<file path="config.mk">
export PLATFORM = sky130hd
export DESIGN_NAME = icache_responder
export DESIGN_NICKNAME = d
export VERILOG_FILES = /design/src/rtl/icache_responder.sv
export SDC_FILE = /design/constraint.sdc
export NUM_CORES = 1
export LEC_CHECK = 0
export ABC_AREA = 1
export BUFFER_PORTS_ARGS = -buffer_cell sky130_fd_sc_hd__clkbuf_2
export CAP_MARGIN = 5
export CELL_PAD_IN_SITES_DETAIL_PLACEMENT = 0
export CELL_PAD_IN_SITES_GLOBAL_PLACEMENT = 1
export CORE_UTILIZATION = 30
export CTS_BUF_LIST = sky130_fd_sc_hd__clkbuf_4 sky130_fd_sc_hd__clkbuf_8 sky130_fd_sc_hd__clkbuf_16
export DETAILED_ROUTE_END_ITERATION = 12
export PLACE_DENSITY = 0.62
export SLEW_MARGIN = 5
export SYNTH_ARGS = -nofsm -noshare
export SYNTH_HDL_FRONTEND = slang
export SYNTH_SLANG_ARGS = --single-unit
</file>
<file path="constraint.sdc">
create_clock -name clk -period 8 [get_ports clk]
set_input_delay 0.4 -clock clk [delete_from_list [all_inputs] [get_ports clk]]
set_output_delay 0.4 -clock clk [all_outputs]
set_load 0.005 [all_outputs]
</file>
<file path="src/rtl/icache_responder.sv">
// Direct-mapped instruction cache: answers fetch line requests, fills misses from a 32-bit memory bus.
// Latency: hit -> icache_ready 1 cycle after icache_en is sampled; miss -> 1 + cycles for 4 mem_ack beats.
// Backpressure: icache_en is held by the requester until the ready pulse; a fill waits indefinitely on mem_ack.
//
// Ports:
//   clk, reset (async, active-low)
//   icache_en / icache_address / flush          : request side inputs
//   icache_data / icache_ready                  : 128-bit line and one-cycle valid pulse
//   mem_req / mem_addr / mem_ack / mem_data     : word-wide line fill bus
module icache_responder #(
   parameter int NUM_LINES  = 8,
   parameter int INDEX_BITS = 3
) (
   input  logic         clk,
   input  logic         reset,
   input  logic         icache_en,
   input  logic [31:0]  icache_address,
   input  logic         flush,
   output logic [127:0] icache_data,
   output logic         icache_ready,
   output logic         mem_req,
   output logic [31:0]  mem_addr,
   input  logic         mem_ack,
   input  logic [31:0]  mem_data
);

   localparam int TAG_BITS = 32 - INDEX_BITS - 4;

   localparam logic [1:0] ST_IDLE = 2'd0;
   localparam logic [1:0] ST_FILL = 2'd1;
   localparam logic [1:0] ST_RESP = 2'd2;

   logic [1:0]           state_q, state_d;
   logic [1:0]           beat_q, beat_d;
   logic [27:0]          req_addr_q, req_addr_d;
   logic [NUM_LINES-1:0] valid_q, valid_d;
   logic                 flush_pending_q, flush_pending_d;
   logic [95:0]          line_buf_q, line_buf_d;
   logic [127:0]         icache_data_q, icache_data_d;

   // Tag and data storage carry no reset; the valid bits alone decide a hit.
   logic [TAG_BITS-1:0]  tag_mem  [NUM_LINES];
   logic [127:0]         data_mem [NUM_LINES];

   logic                  arr_we;
   logic [127:0]          fill_line;
   logic [INDEX_BITS-1:0] lookup_idx;
   logic [TAG_BITS-1:0]   lookup_tag;
   logic [INDEX_BITS-1:0] fill_idx;
   logic [TAG_BITS-1:0]   fill_tag;
   logic                  lookup_hit;

   // Requests are line aligned, so the byte offset never participates.
   logic unused_addr_bits;
   assign unused_addr_bits = ^icache_address[3:0];

   assign lookup_idx = icache_address[INDEX_BITS+3:4];
   assign lookup_tag = icache_address[31:INDEX_BITS+4];
   assign fill_idx   = req_addr_q[INDEX_BITS-1:0];
   assign fill_tag   = req_addr_q[27:INDEX_BITS];
   assign lookup_hit = valid_q[lookup_idx] && (tag_mem[lookup_idx] == lookup_tag);

   // The last beat goes straight into the response and the array, not via line_buf.
   assign fill_line  = {mem_data, line_buf_q};

   always_comb begin
      state_d         = state_q;
      beat_d          = beat_q;
      req_addr_d      = req_addr_q;
      valid_d         = valid_q;
      flush_pending_d = flush_pending_q;
      line_buf_d      = line_buf_q;
      icache_data_d   = icache_data_q;
      arr_we          = 1'b0;

      // A coincident lookup still sees valid_q, i.e. the pre-flush valids.
      if (flush) begin
         valid_d = '0;
      end

      case (state_q)
         ST_IDLE: begin
            if (icache_en) begin
               req_addr_d = icache_address[31:4];
               if (lookup_hit) begin
                  icache_data_d = data_mem[lookup_idx];
                  state_d       = ST_RESP;
               end else begin
                  beat_d          = 2'd0;
                  flush_pending_d = 1'b0;
                  state_d         = ST_FILL;
               end
            end
         end
         ST_FILL: begin
            if (flush) begin
               flush_pending_d = 1'b1;
            end
            if (mem_ack) begin
               beat_d = beat_q + 2'd1;
               case (beat_q)
                  2'd0: line_buf_d[31:0]  = mem_data;
                  2'd1: line_buf_d[63:32] = mem_data;
                  2'd2: line_buf_d[95:64] = mem_data;
                  default: begin
                     arr_we        = 1'b1;
                     icache_data_d = fill_line;
                     // A flush anywhere in this fill (including this edge) leaves the line invalid.
                     if (!flush_pending_q && !flush) begin
                        valid_d[fill_idx] = 1'b1;
                     end
                     flush_pending_d = 1'b0;
                     state_d         = ST_RESP;
                  end
               endcase
            end
         end
         ST_RESP: begin
            state_d = ST_IDLE;
         end
         default: begin
            state_d = ST_IDLE;
         end
      endcase
   end

   always_ff @(posedge clk or negedge reset) begin
      if (!reset) begin
         state_q         <= ST_IDLE;
         beat_q          <= 2'd0;
         req_addr_q      <= '0;
         valid_q         <= '0;
         flush_pending_q <= 1'b0;
         line_buf_q      <= '0;
         icache_data_q   <= '0;
      end else begin
         state_q         <= state_d;
         beat_q          <= beat_d;
         req_addr_q      <= req_addr_d;
         valid_q         <= valid_d;
         flush_pending_q <= flush_pending_d;
         line_buf_q      <= line_buf_d;
         icache_data_q   <= icache_data_d;
      end
   end

   always_ff @(posedge clk) begin
      if (arr_we) begin
         tag_mem[fill_idx]  <= fill_tag;
         data_mem[fill_idx] <= fill_line;
      end
   end

   assign icache_ready = (state_q == ST_RESP);
   assign mem_req      = (state_q == ST_FILL);
   assign mem_addr     = mem_req ? {req_addr_q, beat_q, 2'b00} : 32'd0;
   assign icache_data  = icache_data_q;

endmodule

</file>
==> results of run 1 <==
==> state kept, by name, summed over array words and instances (netlist names) <==
signal           count
data_mem          1024
tag_mem            200
icache_data        128
line_buf_q          96
req_addr_q          28
valid_q              8
beat_q               2
state_q              2
flush_pending_q      1
==> metal layers <==
| layer | track usage, % | routed length [µm] | share of wire, % |
|---|---|---|---|
| met1 | 24.4 | 79000 | 46 |
| met2 | 27.3 | 80800 | 47 |
| met3 | 2.84 | 10200 | 5.9 |
| met4 | 3.63 | 2850 | 1.6 |
| met5 | 0 | 24 | 0.014 |
==> kinds of logic after synthesis <==
family | count (synthesis) | share of synthesized area [%]
and+or+nand+nor | 1907 | 12.7
other | 1 | 0.00633
adders and majority gates | 4 | 0.0845
buffers and inverters | 542 | 3.84
AOI/OAI and AO/OA | 1116 | 10.2
DFF | 1489 | 73.2
==> worst reg2reg max path: cells and delay by family (launching register included) <==
family,cells,cell delay [ns]
flip-flops,1,0.42
buffers and inverters,4,2.68
AND/OR/NAND/NOR,4,1.53
==> power by group through the flow <==
stage / Sequential, mW / Combinational (mW) / Clock (mW)
2_1_floorplan: 10.5 / 2.11 / 0
3_3_place_gp: 10.8 / 3.66 / 0
3_5_place_dp: 10.8 / 3.71 / 0
4_1_cts: 10.7 / 3.75 / 7.60
5_1_grt: 10.8 / 4.10 / 7.91
6_report: 10.7 / 3.64 / 7.44
==> layout make-up <==
| type | count | area (µm²) |
|---|---|---|
| sequential | 1489 | 43400 |
| clock inverter | 55 | 586 |
| tap | 2624 | 3280 |
| timing repair buffer | 336 | 2320 |
| clock buffer | 242 | 4770 |
| inverter | 205 | 811 |
| antenna | 7 | 17.5 |
| fill | 19300 | 127000 |
| multi-input combinational | 3029 | 13700 |
==> timing repair <==
action | CTS | global route
hold buffers | 62 | 0
endpoints found under the hold margin | 353 | 0
endpoints found under the setup margin | 0 | 0
==> per-stage QoR <==
stage	cells	TNS [ns]
after floorplan	5060	-180.11
after global placement	7621	0
after detailed placement	7621	0
after CTS	7980	0
after global routing	7983	0
final	7987	0
==> layout by cell type (no fill, tap or decap), types with 2 or more instances in the layout <==
cell           netlist  final
o22ai_1            269    269
clkinv_1             0     13
dfrtp_1            265    265
inv_8                0      3
inv_6                0      5
a31oi_1             76     76
clkinv_2             0     21
o21ai_0            766    766
dlygate4sd3_1        0     62
nor2_4               0      9
o21ai_1              4      4
nand2_8              0      2
nand2_1            860    857
nand3_1            257    257
clkinv_16            0      3
inv_16               0      4
clkbuf_2             0    220
buf_4               22     37
nand2_2              2      2
clkinvlp_4           0      2
nand4_1              2      2
bufinv_16            0      6
nor2_1             784    775
buf_12               0     13
clkbuf_16            0    162
conb_1               1      2
edfxtp_1          1224   1224
clkbuf_8             0     18
buf_8                0      3
clkinv_8             0      3
diode_2              0      7
inv_1              202    200
ha_1                 4      4
clkbuf_4             0     62
==> worst max-delay path by stage <==
stage                     startpoint          endpoint  slack [ns]  cells after the start
final                     state_q[1]  data_mem[4][105]        2.96                      8
after detailed placement  state_q[1]   data_mem[4][98]        2.90                      8
after global routing      state_q[1]   data_mem[4][98]        2.74                      8
after floorplan           state_q[1]    data_mem[0][0]       -0.15                      5
after CTS                 state_q[1]  data_mem[4][105]        2.91                      8
after global placement    state_q[1]   data_mem[4][98]        2.98                      8
==> metrics.cfg, run 1 <==
[worst_setup_path]
r2r_cells=8
worstPathRequired_ns=8.41
max_stage_delay_ns=0.83
cpMostUsedCell=buf_4
cp_slowest_cell=buf_4
crit_path_end_kind=flip-flop
crit_arrival_ns=5.46
cp-start-kind=flip-flop
r2r_start=state_q[1]
regToRegSetupSlack_ns=2.96
crit_chain=nor2_4, buf_4, inv_8, nor2_1, nand2_1, nor2_4, buf_4, buf_4
critPathMaxFanout=105
cp_num_buf_inv=4
critPathKind=flip-flop to flip-flop
cp_top_family=buffers and inverters
reg2reg_to=data_mem[4][105]

[clock_tree]
path_clk_slew_ns=0.06
cts_setup_buffers=0
root_buffer=clkbuf_16
cts_buffer_depth=3
insertion_delay_ns=0.81
cts_tree=yes
h-tree-depth=4
post_cts_resized=0
cts_sinks=1489
cts_buffers=159

[power]
p_comb_share_pct=16.7
pwr-share-clk_pct=34.2
total_power_mw=21.7
seqPwrFrac_pct=49.0
p_sw_mw=6.63
p_per_area_nw_per_um2=316
sw_frac_of_total_pct=30.5
p_leak_nw=25.4
p_int_mw=15.1
peakVddDrop_v=0.000180

[logic_synthesis]
ys_seq_elements=1489
syn_area_um2=59200
synth_area_leaders=edfxtp_1, dfrtp_1, o21ai_0
yosysWarnings=0
synth_edf_count=1224
yosysTopAreaCellShare_pct=62.1
ys.flop_type=edfxtp_1
avgSynthCellArea_um2=11.7
synth_commonest_cells=edfxtp_1, nand2_1, nor2_1, o21ai_0, o22ai_1
ys_async_sr_fraction_pct=17.8
synth.most_common_cell=edfxtp_1
synth.distinct_cells=24
ys_seq_area_share_pct=73.2
syn_inst=5059
synth_area_leader_cell=edfxtp_1

[timing]
hold_viol_final=0
fin_crit_sh_pct=63.0
max_freq_mhz=198
setup_slack_ns=2.96
fin_hold_ws_ns=0.164
slew_headroom_pct=24.7
setup_viol=0
clock_skew_ns=0.0528
worst_pin_slew_ns=1.13
rsz0062_at_grt=false
min_period_ns=5.04
slew_violations=0

[floorplan]
die_h_um=446
core_um2=196000
die_w_um=446
fp-row-count=162
initial_core_util_pct=30.3
die_area_um2=199000
num_io_pins=231

[route]
vias_per_cell=4.89
initialDrtViolationCount=3255
routedWlPerCell_um=21.7
vias=39100
ant_nets=0
finalWirelength_mm=173
firstDrtPassIters=5
drc=0

[final_layout]
syn2layout_area_growth_pct=16.2
layout.nets=5293
finish.utilization_pct=35.2
fin_area_um2=68800
drive_gt1_share_pct=10.8

[place]
post-place-ws_ns=2.90
numPortBuffers=224
dp_hpwl_mm=86.4
gp_congestion=0.728
post_dp_cell_area_um2=62900

[worst_hold_path]
hold_end=beat_q[0]
hold_path_depth=7
hp-start=icache_en
hp-class=input port to flip-flop

[flow_run]
drv_cap=0

[global_route]
grt_pass1_wl_mm=254
antenna_found_initial=19
grt-ovfl-total=0
grt_pass1_vias=36700
grt_max_degree=213
track_usage_pct=17.1

[outcome]
status=completed

Note: power is estimated with default switching activity, not from simulation.
==> run 2, diff against run 1 <==
- ABC_AREA: 1 -> 0
- PLACE_DENSITY: 0.62 -> 0.59
- clock period: 8 -> 4.4 ns (I/O delays scaled with it)
==> metrics.cfg, run 2 <==
[outcome]
status=completed  ; unchanged

[clock_tree]
root_buffer=clkbuf_16  ; unchanged
post_cts_resized=0  ; unchanged
insertion_delay_ns=0.81  ; about the same
path_clk_slew_ns=0.06  ; about the same
h-tree-depth=4  ; unchanged
cts_buffer_depth=3  ; unchanged
cts_sinks=1489  ; unchanged
cts_buffers=160  ; was 159
cts_tree=yes  ; unchanged

[power]
p_comb_share_pct=13.9  ; was 16.7%
peakVddDrop_v=0.000467  ; was 0.000180 V
p_leak_nw=23.9  ; was 25.4 nW
p_per_area_nw_per_um2=553  ; was 316 nW/µm²
pwr-share-clk_pct=34.6  ; was 34.2%
p_int_mw=27.9  ; was 15.1 mW
total_power_mw=39.3  ; was 21.7 mW
seqPwrFrac_pct=51.5  ; was 49.0%
sw_frac_of_total_pct=29.0  ; was 30.5%
p_sw_mw=11.4  ; was 6.63 mW

[global_route]
track_usage_pct=17.8  ; was 17.1%
grt_pass1_wl_mm=263  ; was 254 mm
grt-ovfl-total=0  ; unchanged
antenna_found_initial=13  ; was 19
grt_max_degree=130  ; was 213
grt_pass1_vias=35200  ; was 36.7k

[worst_setup_path]
cp.depth=10  ; was 8
startpoint=icache_address[6]  ; was state_q[1]
cpMostUsedCell=o211ai_1  ; was buf_4
r2r_start=tag_mem[6][10]  ; was state_q[1]
cp_num_buf_inv=3  ; was 4
critPathKind=input port to flip-flop  ; was flip-flop to flip-flop
cp_slowest_cell=nor2_1  ; was buf_4
crit_chain=dlygate4sd3_1, buf_8, nor2_1, a22oi_1, a21oi_1, o211ai_1, nor4_4, and4_4, buf_4, o211ai_1  ; was nor2_4, buf_4, inv_8, nor2_1, nand2_1, nor2_4, buf_4, buf_4
cp_top_family=simple AND/OR/NAND/NOR gates  ; was buffers and inverters
crit_path_end_kind=flip-flop  ; unchanged
worstPathRequired_ns=5.04  ; was 8.41 ns
cp-start-kind=input port  ; was flip-flop
crit_arrival_ns=3.88  ; was 5.46 ns
max_stage_delay_ns=0.62  ; was 0.83 ns
critPathMaxFanout=50  ; was 105
r2r_cells=8  ; unchanged

[route]
vias_per_cell=5.32  ; was 4.89
drc=0  ; unchanged
routedWlPerCell_um=28.4  ; was 21.7 µm
firstDrtPassIters=5  ; unchanged
finalWirelength_mm=183  ; was 173 mm
vias=34200  ; was 39.1k
ant_nets=0  ; unchanged
initialDrtViolationCount=3000  ; was 3,255

[timing]
max_freq_mhz=309
slew_headroom_pct=19.5  ; was 24.7%
setup_viol=0  ; unchanged
fin_crit_sh_pct=73.5
worst_pin_slew_ns=1.21  ; was 1.13 ns
tns_ns=0  ; unchanged
setup_slack_ns=1.17  ; was 2.96 ns
clock_skew_ns=0.0590  ; was 0.0528 ns
hold_viol_final=0  ; unchanged
min_period_ns=3.23
slew_violations=0  ; unchanged
rsz0062_at_grt=false  ; unchanged

[flow_run]
drv_cap=0  ; unchanged

[final_layout]
fill_cells=18800  ; was 19.3k
layout.nets=3701  ; was 5,293
final_common_cell=edfxtp_1  ; unchanged
final_cell_mix=edfxtp_1, mux4_2, dfrtp_1  ; was edfxtp_1, nand2_1, nor2_1
largest_register_ff_count=1024  ; unchanged
drive_gt1_share_pct=27.1  ; was 10.8%
final_cells=6428  ; was 7,987
syn2layout_area_growth_pct=17.2  ; was 16.2%
fin_area_um2=71200  ; was 68,800 µm²
top_register=data_mem  ; unchanged

[logic_synthesis]
synth_area_leader_cell=edfxtp_1  ; unchanged
synth_xor_area_share_pct=0.202  ; was 0%
ys.flop_type=edfxtp_1  ; unchanged
avgSynthCellArea_um2=17.9  ; was 11.7 µm²
synth_top_family_by_area=multiplexers  ; was simple AND/OR/NAND/NOR gates
synth_commonest_cells=edfxtp_1, mux4_2, dfrtp_1, nand4_1, nand2_1  ; was edfxtp_1, nand2_1, nor2_1, o21ai_0, o22ai_1
synth_edf_count=1224  ; unchanged
synth_compound_area_share_pct=2.18  ; was 10.2%
synth.area.mux_share_pct=15.5  ; was 0%
ys_seq_area_share_pct=71.4  ; was 73.2%
synth_area_leaders=edfxtp_1, dfrtp_1, mux4_2  ; was edfxtp_1, dfrtp_1, o21ai_0
synth.most_common_cell=edfxtp_1  ; unchanged
synth_fa_ha_area_share_pct=0.0824  ; was 0.0845%
yosysWarnings=0  ; unchanged
synth.distinct_cells=44  ; was 24
ys_seq_elements=1489  ; unchanged
ys_async_sr_fraction_pct=17.8  ; unchanged
synthSimpleGateAreaFrac_pct=8.16  ; was 12.7%
yosysTopAreaCellShare_pct=60.5  ; was 62.1%
syn_inst=3398  ; was 5,059
syn_area_um2=60700  ; was 59,200 µm²

[floorplan]
num_io_pins=231  ; unchanged
die_w_um=452  ; was 446 µm
initial_core_util_pct=30.3  ; about the same
core_um2=200000  ; was 196,000 µm²
die_area_um2=204000  ; was 199,000 µm²
fp-row-count=164  ; was 162
die_h_um=452  ; was 446 µm

[worst_hold_path]
hp-start=mem_data[2]  ; was icache_en
hold_path_depth=1  ; was 7
hp-class=input port to flip-flop  ; unchanged

[place]
numPortBuffers=224  ; unchanged
post-place-ws_ns=0.783  ; was 2.90 ns
gp_congestion=0.731  ; was 0.728
dp.cells=6078  ; was 7,621
dp_hpwl_mm=97.3  ; was 86.4 mm
post_dp_cell_area_um2=65300  ; was 62,900 µm²

-- run 2: changes by cell type in the layout (fill, tap and decap cells not counted), sizes merged, moves of 258 or more --
cell and delta:
nand4 +258, o21ai -760, mux4 +284, nand2 -640, o22ai -258, nor2 -762
-- run 2: power groups by stage --
stage               sequential [mW]  combinational (mW)  clock, mW
finish                         20.3                5.47       13.6
global route                   20.5                5.91       14.4
CTS                            20.3                5.59       13.9
detailed placement             20.6                5.53          0
global placement               20.5                5.49          0
floorplan                      19.5                2.97          0
-- run 2: logic make-up (layout without fill, tap and decap cells) --
family | Yosys count | in the layout
flip-flops | 1489 | 1489
AND/OR/NAND/NOR | 837 | 837
multiplexers | 570 | 570
buffers and inverters | 300 | 669
AO/OA/AOI/OAI | 183 | 183
XOR/XNOR | 14 | 14
adder cells (fa/ha/maj) | 4 | 4
other | 1 | 6
-- run 2: final timing paths --
check	endpoint	slack, ns
max in group asynchronous	icache_data[106]	3.11
max	icache_data[16]	1.17
min reg2reg	valid_q[6]	0.49
min	data_mem[3][98]	0.06
max reg2reg	icache_data[16]	1.21
min in group asynchronous	line_buf_q[92]	0.13
-- run 2: timing repair --
item / in CTS / in global routing
hold endpoints to repair: 245 / 0
hold buffers: 44 / 0
setup buffers: 0 / 0
-- run 2: metrics by stage --
stage / utilization, % / hold slack, ns
global route: 35.5 / 0.0287
detailed placement: 32.6 / 0.374
finish: 35.5 / 0.0584
floorplan: - / -0.0756
global placement: 32.6 / 0.374
CTS: 35.5 / 0.00208
-- run 2: final cells by class --
type                    instances  area [µm²]  area share (%)
clock inverters                64         723            1.02
inverters                       3        11.3          0.0158
diodes                          4        10.0          0.0141
flip-flops and latches       1489       43400            61.0
multi-input cells            1610       16000            22.5
clock buffers                 238        4710            6.61
repair buffers                364        2980            4.19
well taps                    2656        3320            4.67
-- run 2: worst reg2reg max path, stage by stage (launching register included) --
cell	delay, ns
edfxtp_1	0.36
mux4_2	0.47
mux2i_1	0.18
xor2_1	0.23
o21ai_1	0.14
nor4_4	0.44
and4_4	0.62
buf_4	0.42
o211ai_1	0.19
-- run 2: routing by layer --
layer / share of wire (%) / up-vias / wire length, µm / track usage [%]
met5: 0 / - / 0 / 0
met4: 3.5 / 0 / 6440 / 6.55
met3: 5.2 / 264 / 9570 / 2.64
met2: 49 / 1092 / 89700 / 29.6
met1: 42 / 18500 / 77000 / 23.6
li1: - / 14300 / - / -
